File: config.mk
export PLATFORM = sky130hd
export DESIGN_NAME = lutram_port_arbiter_flat
export DESIGN_NICKNAME = d
export VERILOG_FILES = /design/src/rtl/lutram_port_arbiter_if.sv /design/src/rtl/lutram_port_arbiter.sv /design/src/flat_wrapper.sv
export SDC_FILE = /design/constraint.sdc
export NUM_CORES = 1
export LEC_CHECK = 0
export BUFFER_PORTS_ARGS = -buffer_cell sky130_fd_sc_hd__buf_2
export CORE_ASPECT_RATIO = 0.75
export CORE_MARGIN = 3
export CORE_UTILIZATION = 45
export CTS_CLUSTER_DIAMETER = 30
export DETAILED_ROUTE_END_ITERATION = 8
export GPL_TIMING_DRIVEN = 0
export HOLD_SLACK_MARGIN = 0.05
export SLEW_MARGIN = 20
export SYNTH_ARGS = -nofsm -noshare
export SYNTH_HDL_FRONTEND = slang
export SYNTH_SLANG_ARGS = --single-unit
File: constraint.sdc
create_clock -name clk -period 4.8 [get_ports clk]
set_input_delay 0.72 -clock clk [delete_from_list [all_inputs] [get_ports clk]]
set_output_delay 0.72 -clock clk [all_outputs]
set_load 0.05 [all_outputs]
File: src/rtl/lutram_port_arbiter_if.sv
// lutram_port_arbiter_if: request/response bundle between N_REQ clients and the
// shared LUTRAM port arbiter.
//   req_valid/req_ready/req_we : per-requester handshake and direction
//   req_addr/req_wdata         : packed per-requester payload (slot i at i*W +: W)
//   rsp_valid                  : one-hot, one-cycle response pulse
//   rsp_rdata                  : shared response data bus
// master = client side, slave = arbiter side.
interface lutram_port_arbiter_if #(
    parameter int unsigned D_WIDTH = 8,
    parameter int unsigned A_WIDTH = 5,
    parameter int unsigned N_REQ   = 3
);
    logic [N_REQ-1:0]         req_valid;
    logic [N_REQ-1:0]         req_ready;
    logic [N_REQ-1:0]         req_we;
    logic [N_REQ*A_WIDTH-1:0] req_addr;
    logic [N_REQ*D_WIDTH-1:0] req_wdata;
    logic [N_REQ-1:0]         rsp_valid;
    logic [D_WIDTH-1:0]       rsp_rdata;

    modport master (
        output req_valid, req_we, req_addr, req_wdata,
        input  req_ready, rsp_valid, rsp_rdata
    );

    modport slave (
        input  req_valid, req_we, req_addr, req_wdata,
        output req_ready, rsp_valid, rsp_rdata
    );
endinterface

File: src/rtl/lutram_port_arbiter.sv
// lutram_port_arbiter: round-robin arbiter sharing one 1W/1R LUTRAM port among
// N_REQ requesters, one access per clock, read-first, registered one-hot
// tagged responses one cycle after the handshake.
// Ports:
//   clk   : rising-edge clock
//   rst_n : synchronous active-low reset
//   bus   : lutram_port_arbiter_if.slave (request handshakes + responses)
//   busy  : high while the post-reset zero-fill sweep runs
// Build option: define LUTRAM_ARB_INIT_EN to build the INIT state that zero-fills
// the array after every reset; otherwise busy is tied low and RUN is entered
// directly.
module lutram_port_arbiter #(
    parameter int unsigned D_WIDTH = 8,
    parameter int unsigned A_WIDTH = 5,
    parameter int unsigned N_REQ   = 3
) (
    input  logic                  clk,
    input  logic                  rst_n,
    lutram_port_arbiter_if.slave  bus,
    output logic                  busy
);
    localparam int unsigned PTR_W = $clog2(N_REQ);
    localparam int unsigned DEPTH = 1 << A_WIDTH;

    logic [D_WIDTH-1:0] ram [DEPTH];

    logic [PTR_W-1:0]   ptr;
    logic [PTR_W-1:0]   cand_c;
    logic [PTR_W-1:0]   grant_idx_c;
    logic [N_REQ-1:0]   grant_c;
    logic               found_c;
    logic               run_c;

    logic               sel_we_c;
    logic [A_WIDTH-1:0] sel_addr_c;
    logic [D_WIDTH-1:0] sel_wdata_c;

    logic               ram_we_c;
    logic [A_WIDTH-1:0] ram_waddr_c;
    logic [D_WIDTH-1:0] ram_wdata_c;

`ifdef LUTRAM_ARB_INIT_EN
    typedef enum logic {
        ST_RUN,
        ST_INIT
    } state_t;

    state_t             state;
    state_t             state_nxt;
    logic [A_WIDTH-1:0] init_cnt;
    logic [A_WIDTH-1:0] init_cnt_nxt;

    // State and sweep counter registers
    always_ff @(posedge clk) begin
        if (!rst_n) begin
            state    <= ST_INIT;
            init_cnt <= '0;
        end else begin
            state    <= state_nxt;
            init_cnt <= init_cnt_nxt;
        end
    end

    // Sweep one address per cycle, leave INIT after the last one
    always_comb begin
        state_nxt    = state;
        init_cnt_nxt = init_cnt;
        case (state)
            ST_INIT: begin
                init_cnt_nxt = init_cnt + A_WIDTH'(1);
                if (init_cnt == A_WIDTH'(DEPTH - 1)) begin
                    state_nxt = ST_RUN;
                end
            end
            ST_RUN:  state_nxt = ST_RUN;
            default: state_nxt = ST_RUN;
        endcase
    end

    assign run_c = (state == ST_RUN);
    assign busy  = (state == ST_INIT);
`else
    assign run_c = 1'b1;
    assign busy  = 1'b0;
`endif

    // Round-robin search starting at ptr; only in RUN and out of reset
    always_comb begin
        grant_c     = '0;
        grant_idx_c = '0;
        cand_c      = '0;
        found_c     = 1'b0;
        if (run_c && rst_n) begin
            for (int unsigned k = 0; k < N_REQ; k++) begin
                cand_c = PTR_W'((32'(ptr) + k) % N_REQ);
                if (!found_c && bus.req_valid[cand_c]) begin
                    found_c         = 1'b1;
                    grant_c[cand_c] = 1'b1;
                    grant_idx_c     = cand_c;
                end
            end
        end
    end

    assign bus.req_ready = grant_c;

    // Payload mux for the granted requester
    always_comb begin
        sel_we_c    = 1'b0;
        sel_addr_c  = '0;
        sel_wdata_c = '0;
        for (int unsigned i = 0; i < N_REQ; i++) begin
            if (grant_c[i]) begin
                sel_we_c    = bus.req_we[i];
                sel_addr_c  = bus.req_addr[i*A_WIDTH +: A_WIDTH];
                sel_wdata_c = bus.req_wdata[i*D_WIDTH +: D_WIDTH];
            end
        end
    end

    // RAM write port: sweep owns it in INIT, granted writer in RUN
    always_comb begin
        ram_we_c    = found_c && sel_we_c;
        ram_waddr_c = sel_addr_c;
        ram_wdata_c = sel_wdata_c;
`ifdef LUTRAM_ARB_INIT_EN
        if (state == ST_INIT && rst_n) begin
            ram_we_c    = 1'b1;
            ram_waddr_c = init_cnt;
            ram_wdata_c = '0;
        end
`endif
    end

    // Unreset distributed RAM array
    always_ff @(posedge clk) begin
        if (ram_we_c) begin
            ram[ram_waddr_c] <= ram_wdata_c;
        end
    end

    // Pointer and registered response; the read sees pre-write contents
    always_ff @(posedge clk) begin
        if (!rst_n) begin
            ptr           <= '0;
            bus.rsp_valid <= '0;
            bus.rsp_rdata <= '0;
        end else begin
            bus.rsp_valid <= grant_c;
            if (found_c) begin
                ptr           <= (grant_idx_c == PTR_W'(N_REQ - 1)) ? '0
                                                                    : grant_idx_c + PTR_W'(1);
                bus.rsp_rdata <= ram[sel_addr_c];
            end
        end
    end
endmodule

File: src/flat_wrapper.sv
// flat-port wrapper written by rule: the top's interface ports become plain ports
module lutram_port_arbiter_flat 
#(
    parameter int unsigned D_WIDTH = 8,
    parameter int unsigned A_WIDTH = 5,
    parameter int unsigned N_REQ   = 3
)
  (clk, rst_n, busy, bus_req_valid, bus_req_we, bus_req_addr, bus_req_wdata, bus_req_ready, bus_rsp_valid, bus_rsp_rdata);
  lutram_port_arbiter_if #(.D_WIDTH(D_WIDTH), .A_WIDTH(A_WIDTH), .N_REQ(N_REQ)) bus_i ();
  input  logic clk;
  input  logic rst_n;
  output logic busy;
  input wire logic [$bits(bus_i.req_valid)-1:0] bus_req_valid;
  input wire logic [$bits(bus_i.req_we)-1:0] bus_req_we;
  input wire logic [$bits(bus_i.req_addr)-1:0] bus_req_addr;
  input wire logic [$bits(bus_i.req_wdata)-1:0] bus_req_wdata;
  output wire logic [$bits(bus_i.req_ready)-1:0] bus_req_ready;
  output wire logic [$bits(bus_i.rsp_valid)-1:0] bus_rsp_valid;
  output wire logic [$bits(bus_i.rsp_rdata)-1:0] bus_rsp_rdata;
  assign bus_i.req_valid = bus_req_valid;
  assign bus_i.req_we = bus_req_we;
  assign bus_i.req_addr = bus_req_addr;
  assign bus_i.req_wdata = bus_req_wdata;
  assign bus_req_ready = bus_i.req_ready;
  assign bus_rsp_valid = bus_i.rsp_valid;
  assign bus_rsp_rdata = bus_i.rsp_rdata;
  lutram_port_arbiter #(.D_WIDTH(D_WIDTH), .A_WIDTH(A_WIDTH), .N_REQ(N_REQ)) u_core (.clk(clk), .rst_n(rst_n), .bus(bus_i), .busy(busy));
endmodule
# [Word-level counts from Yosys, hierarchy flattened]
# Memory sizes are Yosys's and may differ from the RTL's. A register that Yosys moved wholly into a read port is not among the register bits.
# Index checks and enable logic that the tools add are counted.
# W data, S select, Z words.
[totals] ff_bits=5 ram_bits=256 in_bits=47 output_inout_bits=15 mem_count=1
[memory_table] memory="u_core.ram" depth=32 word_bits=8 rd=1 rd_ports_with_merged_regs=1 write_ports=1 line_no="lutram_port_arbiter.sv:25" rtl="logic [D_WIDTH-1:0] ram [DEPTH];"
[op_classes] addsub=3 div_mod_pow=3 magnitude_cmp=6 n_eq_ne=1 mux=40 n_bitwise=2 n_reduce_logical=9
[op_table] operator="$mod A32 B2 Y32 const B" count=2
[op_table] operator="$mod A2 B2 Y32 const B" count=1
[op_table] operator="$mux W8" count=3
[op_table] operator="$mux W3" count=6
[op_table] operator="$mux W1" count=17
[op_table] operator="$mux W5" count=3
[op_table] operator="$mux W2" count=5
[op_table] operator="$lt A2 B3 Y1 const B" count=3
[op_table] operator="$bmux W1 S2" count=3
[op_table] operator="$demux W1 S2" count=3
[op_table] operator="$ge A2 B1 Y1 const B" count=3
[op_table] operator="$logic_and A1 B1 Y1" count=6
[op_table] operator="$or A3 B3 Y3" count=2
[op_table] operator="$add A2 B1 Y3 const B" count=1
[op_table] operator="$add A2 B2 Y3 const B" count=1
[op_table] operator="$logic_not A1 Y1" count=3
[op_table] operator="$add A2 B1 Y2 const B" count=1
[op_table] operator="$eq A2 B2 Y1 const B" count=1

# [Logic depth before layout (Yosys ltp)]
[depth] word_depth=19 depth_mapped=17

# [Worst setup path before layout]
# Ideal clock, no wire load.
[synth_path] kind="input port to flip-flop" startpoint="in bus_req_valid[1]" endpoint="mem u_core.ram[23][0], enable pin" setup_ps=370 arrival_ps=3769 t_required_ps=4430 setup_slack_ps=661 path_stages=10 n_path_buf=2 cell_sequence="buf_2 > or4bb_1 > a21boi_2 > o21ai_0 > a21oi_1 > clkbuf_1 > a221oi_1 > nor2_1 > nand3_1 > nor2_1"
[synth_lines] item="start: declaration" line_no="flat_wrapper.sv:13" rtl="input wire logic [$bits(bus_i.req_valid)-1:0] bus_req_valid;"
[synth_lines] item="$bmux W1 S2" line_no="lutram_port_arbiter.sv:96" rtl="if (!found_c && bus.req_valid[cand_c]) begin"
[synth_lines] item="$mux W1 (implied by the code)" line_no="lutram_port_arbiter.sv:96"
[synth_lines] item="$mux W1" line_no="lutram_port_arbiter.sv:96"
[synth_lines] item="$mux W1" line_no="lutram_port_arbiter.sv:93" rtl="if (run_c && rst_n) begin"
[synth_lines] item="$logic_not A1 Y1" line_no="lutram_port_arbiter.sv:96"
[synth_lines] item="$logic_and A1 B1 Y1" line_no="lutram_port_arbiter.sv:96"
[synth_lines] item="$mux W1" line_no="lutram_port_arbiter.sv:96"
[synth_lines] item="$mux W1" line_no="lutram_port_arbiter.sv:93"
[synth_lines] item="$logic_not A1 Y1" line_no="lutram_port_arbiter.sv:96"
[synth_lines] item="$logic_and A1 B1 Y1" line_no="lutram_port_arbiter.sv:96"
[synth_lines] item="$mux W3 *" line_no="lutram_port_arbiter.sv:96"
[synth_lines] item="$mux W3 *" line_no="lutram_port_arbiter.sv:93"
[synth_lines] item="net bus_req_ready[1]" line_no="flat_wrapper.sv:17" rtl="output wire logic [$bits(bus_i.req_ready)-1:0] bus_req_ready;"
[synth_lines] item="$mux W1 (2 in a row)" line_no="lutram_port_arbiter.sv:113" rtl="if (grant_c[i]) begin"
[synth_lines] item="$logic_and A1 B1 Y1" line_no="lutram_port_arbiter.sv:123" rtl="ram_we_c = found_c && sel_we_c;"
[synth_lines] item="$mux W1" line_no="lutram_port_arbiter.sv:137" rtl="if (ram_we_c) begin"
[synth_lines] item="$mux W1 (implied by the code)" line_no="lutram_port_arbiter.sv:138" rtl="ram[ram_waddr_c] <= ram_wdata_c;"
[synth_lines] item="end: declaration" line_no="lutram_port_arbiter.sv:25"
# The timed path passes the listed nets; every way through them passes the cells marked *. The select of a mux whose other input is x is not followed.

# [Final worst setup path]
[layout_path] startpoint="reg u_core.ptr[0]" endpoint="reg u_core.bus.rsp_rdata[4] (read register of u_core.ram)"
[layout_between] elab_chain_cells=16
[layout_rtl] item="start: declaration" line_no="lutram_port_arbiter.sv:27" rtl="logic [PTR_W-1:0] ptr;"
[layout_rtl] item="start signal: assignment" line_no="lutram_port_arbiter.sv:151" rtl="ptr <= (grant_idx_c == PTR_W'(N_REQ - 1)) ? '0"
[layout_rtl] item="branches (longest 16 deep; another with $mod A32 B2 Y32)"
[layout_rtl] item="end: declaration" line_no="lutram_port_arbiter_if.sv:28" rtl="output req_ready, rsp_valid, rsp_rdata"
# Several ways; the timed one is not identified. The select of a mux whose other input is x is not followed.
# A chain may end at the register's enable or synchronous reset.

==> results.md <==
* Crit path DAT at 4.95 ns
* Total clock sinks at 269
* Cells along the critical path: inv_1 -> ha_1 -> clkbuf_1 -> nor2_1 -> a221oi_2 -> nor2_1 -> nor2_1 -> and2_1 -> buf_2 -> clkbuf_2 -> clkbuf_4 -> a311oi_1 -> nor4_2 -> a31oi_1
* Reg2reg path depth at 14
* Ys async rst share at 0%
* Pin count of the biggest net entering global routing at 33
* Tot GR Track Use at roughly a quarter
* Maxcap violations at 0
* H-tree depth at 2
* DR vias at slightly above 8000
* Routed len/inst at around 26 microns
* Syn Nets at between 800 and 900
* # DRC at 0
* Crit path top cell by count: nor2_1
* RSZ-0062 raised after global routing: false
* Buf/Inv on CP at 5
* Yosys warns at 0
* Vias in the first global route at 7609
* TritonCTS clock tree: built
* Layout net count at ~1000
* Leak pwr at slightly above 5 nW
* Sequential share of the synthesized area at between 60 and 70%
* Leading post-synthesis cells by cell area: edfxtp_1 66%, mux2i_1 4.8%, a221oi_1 4.2%
* Setup slack, reg-to-reg at about 0.23 ns
* Post-synthesis mux area share at about 5.2%
* Count leader, synth: edfxtp_1
* Placed insts at about 1200
* Max Root-Sink Buffers at 3
* Vert. Die Dim at 145 microns
* Crit path from: u_core.ptr[0]
* Biggest area consumer among synthesized cells: edfxtp_1
* Crit-path max cell delay at about 0.65 ns
* Post-synthesis compound-gate area fraction at roughly 14%
* Placed cell area at 12500 sq um
* Buffers on Ports at between 50 and 60
* CTS clk-pin slew, worst paths at 0.05 ns
* DRT Wirelength at about 35000 microns
* Antenna violations before repair at 2
* I/O pin count at 62
* Worst Tran Pin Value at just over 0.9 ns
* First-pass GRT wire length at slightly above 50000 microns
* Max-slew headroom at between 30 and 40%
* Initial Utilization at between 40% and 50%
* DR pass1 iterations at 5
* Core Rows at 50
* Fin crit share at 95.3%
* # diodes at 0
* Synth-to-Final Area Change at 25.2%
* Slew Viols, Final at 0
* CTS hold repair buffers at 0
* Fin crit period at 4.57 ns
* Clock latency at the later pin of the worst-skew pair at 0.54 ns
* #FFs+latches synth at around 270
* CP Max Fanout at 10
* Worst Skew at roughly 0.028 ns
* Total CTS buffers at 42
* Top-area cell type share of the netlist area at approximately two thirds
* Fin. Hold Viols at 0
* Fin area at 14500 sq um
* Slowest cell on the critical path: a221oi_2
* Core ar. at between 20000 and 30000 sq um
* Reg-to-Reg Start: u_core.ptr[0]
* Outcome: completed
* Post-route insts no fill at 1335
* Largest family of logic cells by synthesized area: compound AO/OA/AOI/OAI gates
* Final setup vio count at 0
* # fillers at 1982
* Die width at 192 microns
* Synth Cell Area at between 10000 and 15000 sq um
* Critical path required time at between 5 and 6 ns
* EDFF count, synth at ~260
* GP Congestion at around 0.9
* Synth Area in Simple Gates at about 8.2%
* Iteration-0 DRC count of the detailed router at between 1000 and 1500
* Mapped Cells at 838
* Top_reg_cell synth: edfxtp_1
* Worst ir drop on vdd at 0.000342 V
* Top cell family by delay on the critical path: buffers and inverters
* Worst min path class: register to register
* CP Capture Type: register
* Worst reg2reg path endpoint: u_core.bus.rsp_rdata[4]
* Crit path to: u_core.bus.rsp_rdata[4]
* Mean Syn Cell Area at between 10 and 15 sq um
* Setup CP Type: register to register
* Synth Area in XOR/XNOR at 0%
* Grt total ovfl at 0
* Crit path depth at 14
* Root Driver: clkbuf_16
* Full die area at 27800 sq um
* Ratio of cells with drive above 1 in the final layout at roughly 27%
* Pwr/cell area at between 400 and 500 nW/um^2
* Post-DP HPWL at about 24000 microns
* Unique masters post-synth at between 70 and 80
* Min-Delay Path Depth at 2
* Adder-Cell Fraction of Synth Area at less than 1%
* Fmax at 0.219 GHz
* ANT nets after route at 0
* Crit path launch type: register
* Vias/cell at ~6.1
* Top cells by count, synth: 256 x edfxtp_1, 79 x nand2_1, 74 x nor2_1
## area by class of cell
type / count / area (sq um) / share of cell area (%)
Timing Repair Buffer: 81 / 648 / 4.46
Buffer: 56 / 328 / 2.25
Tap cell: 338 / 423 / 2.91
Sequential cell: 269 / 7950 / 54.7
Multi-Input combinational cell: 497 / 3690 / 25.4
Inverter: 16 / 60.1 / 0.413
Clock buffer: 49 / 1100 / 7.55
Clock inverter: 29 / 345 / 2.38
## kinds of logic after synthesis
group,Yosys count
other,1
multiplexers,60
adder cells (fa/ha/maj),5
AND/OR/NAND/NOR,213
buffers and inverters,72
flip-flops,269
AO/OA/AOI/OAI,218
## layout by cell type (no fill, tap or decap), types with 16 or more instances in the layout
master     count
nor2_1        33
buf_2         83
nor2_4        40
edfxtp_1     256
nand2_1       79
clkbuf_16     42
mux2i_1       56
o21ai_0       17
a221oi_1      54
nand3_1       16
a21oi_1       61
## sequential cells by signal, summed over array words and instances, names as in the netlist
register and flops:
u_core.bus.rsp_valid 3, u_core.ram 256, u_core.ptr 2, u_core.bus.rsp_rdata 8
## metal layers
metal  part of all wire [%]  global-route usage [%]
met5                  0.083                       0
met4                    1.9                    6.75
met3                     11                    8.07
met2                     42                    33.1
met1                     45                    39.2
## power by group
part / leakage, nW / switching (mW) / internal [mW]
Combinational: 2.00 / 0.982 / 0.381
Sequential: 2.43 / 0.0173 / 2.73
Clock: 0.694 / 1.10 / 1.98
## how the worst min path moves through the flow
stage                            start                       to  slack, ns
3_5_place_dp   u_core.bus.rsp_rdata[0]  u_core.bus.rsp_rdata[0]       0.55
5_1_grt        u_core.bus.rsp_rdata[0]  u_core.bus.rsp_rdata[0]       0.57
3_3_place_gp   u_core.bus.rsp_rdata[1]  u_core.bus.rsp_rdata[1]       0.55
6_report       u_core.bus.rsp_rdata[1]  u_core.bus.rsp_rdata[1]       0.56
4_1_cts        u_core.bus.rsp_rdata[1]  u_core.bus.rsp_rdata[1]       0.56
2_1_floorplan        u_core.ram[14][1]  u_core.bus.rsp_rdata[1]       0.60
## worst register-to-register path, cell delays in order, from the launching register on
cell and delay, ns:
dfxtp_1 0.36, inv_1 0.09, ha_1 0.42, clkbuf_1 0.39, nor2_1 0.11, a221oi_2 0.65, nor2_1 0.08, nor2_1 0.14
and2_1 0.25, buf_2 0.28, clkbuf_2 0.38, clkbuf_4 0.39, a311oi_1 0.20, nor4_2 0.55, a31oi_1 0.15
## repair_timing
item,CTS,global route
pin swaps,0,13
setup endpoints to repair,261,263
setup buffers,0,16
gates resized for setup,78,20
## metrics by stage
stage          setup WS [ns]  total power [mW]  setup TNS (ns)  utilization, %  hold WS (ns)
2_1_floorplan          0.661              3.53               0               -         0.603
3_3_place_gp          -0.815              4.00         -248.78            49.0         0.552
3_5_place_dp          -0.816              4.06         -148.86            49.8         0.549
4_1_cts               0.0155              7.16               0            56.7         0.558
5_1_grt              0.00843              7.39               0            57.8         0.574
6_report               0.226              7.19               0            57.8         0.560
Power figures use the tool's default switching activity.
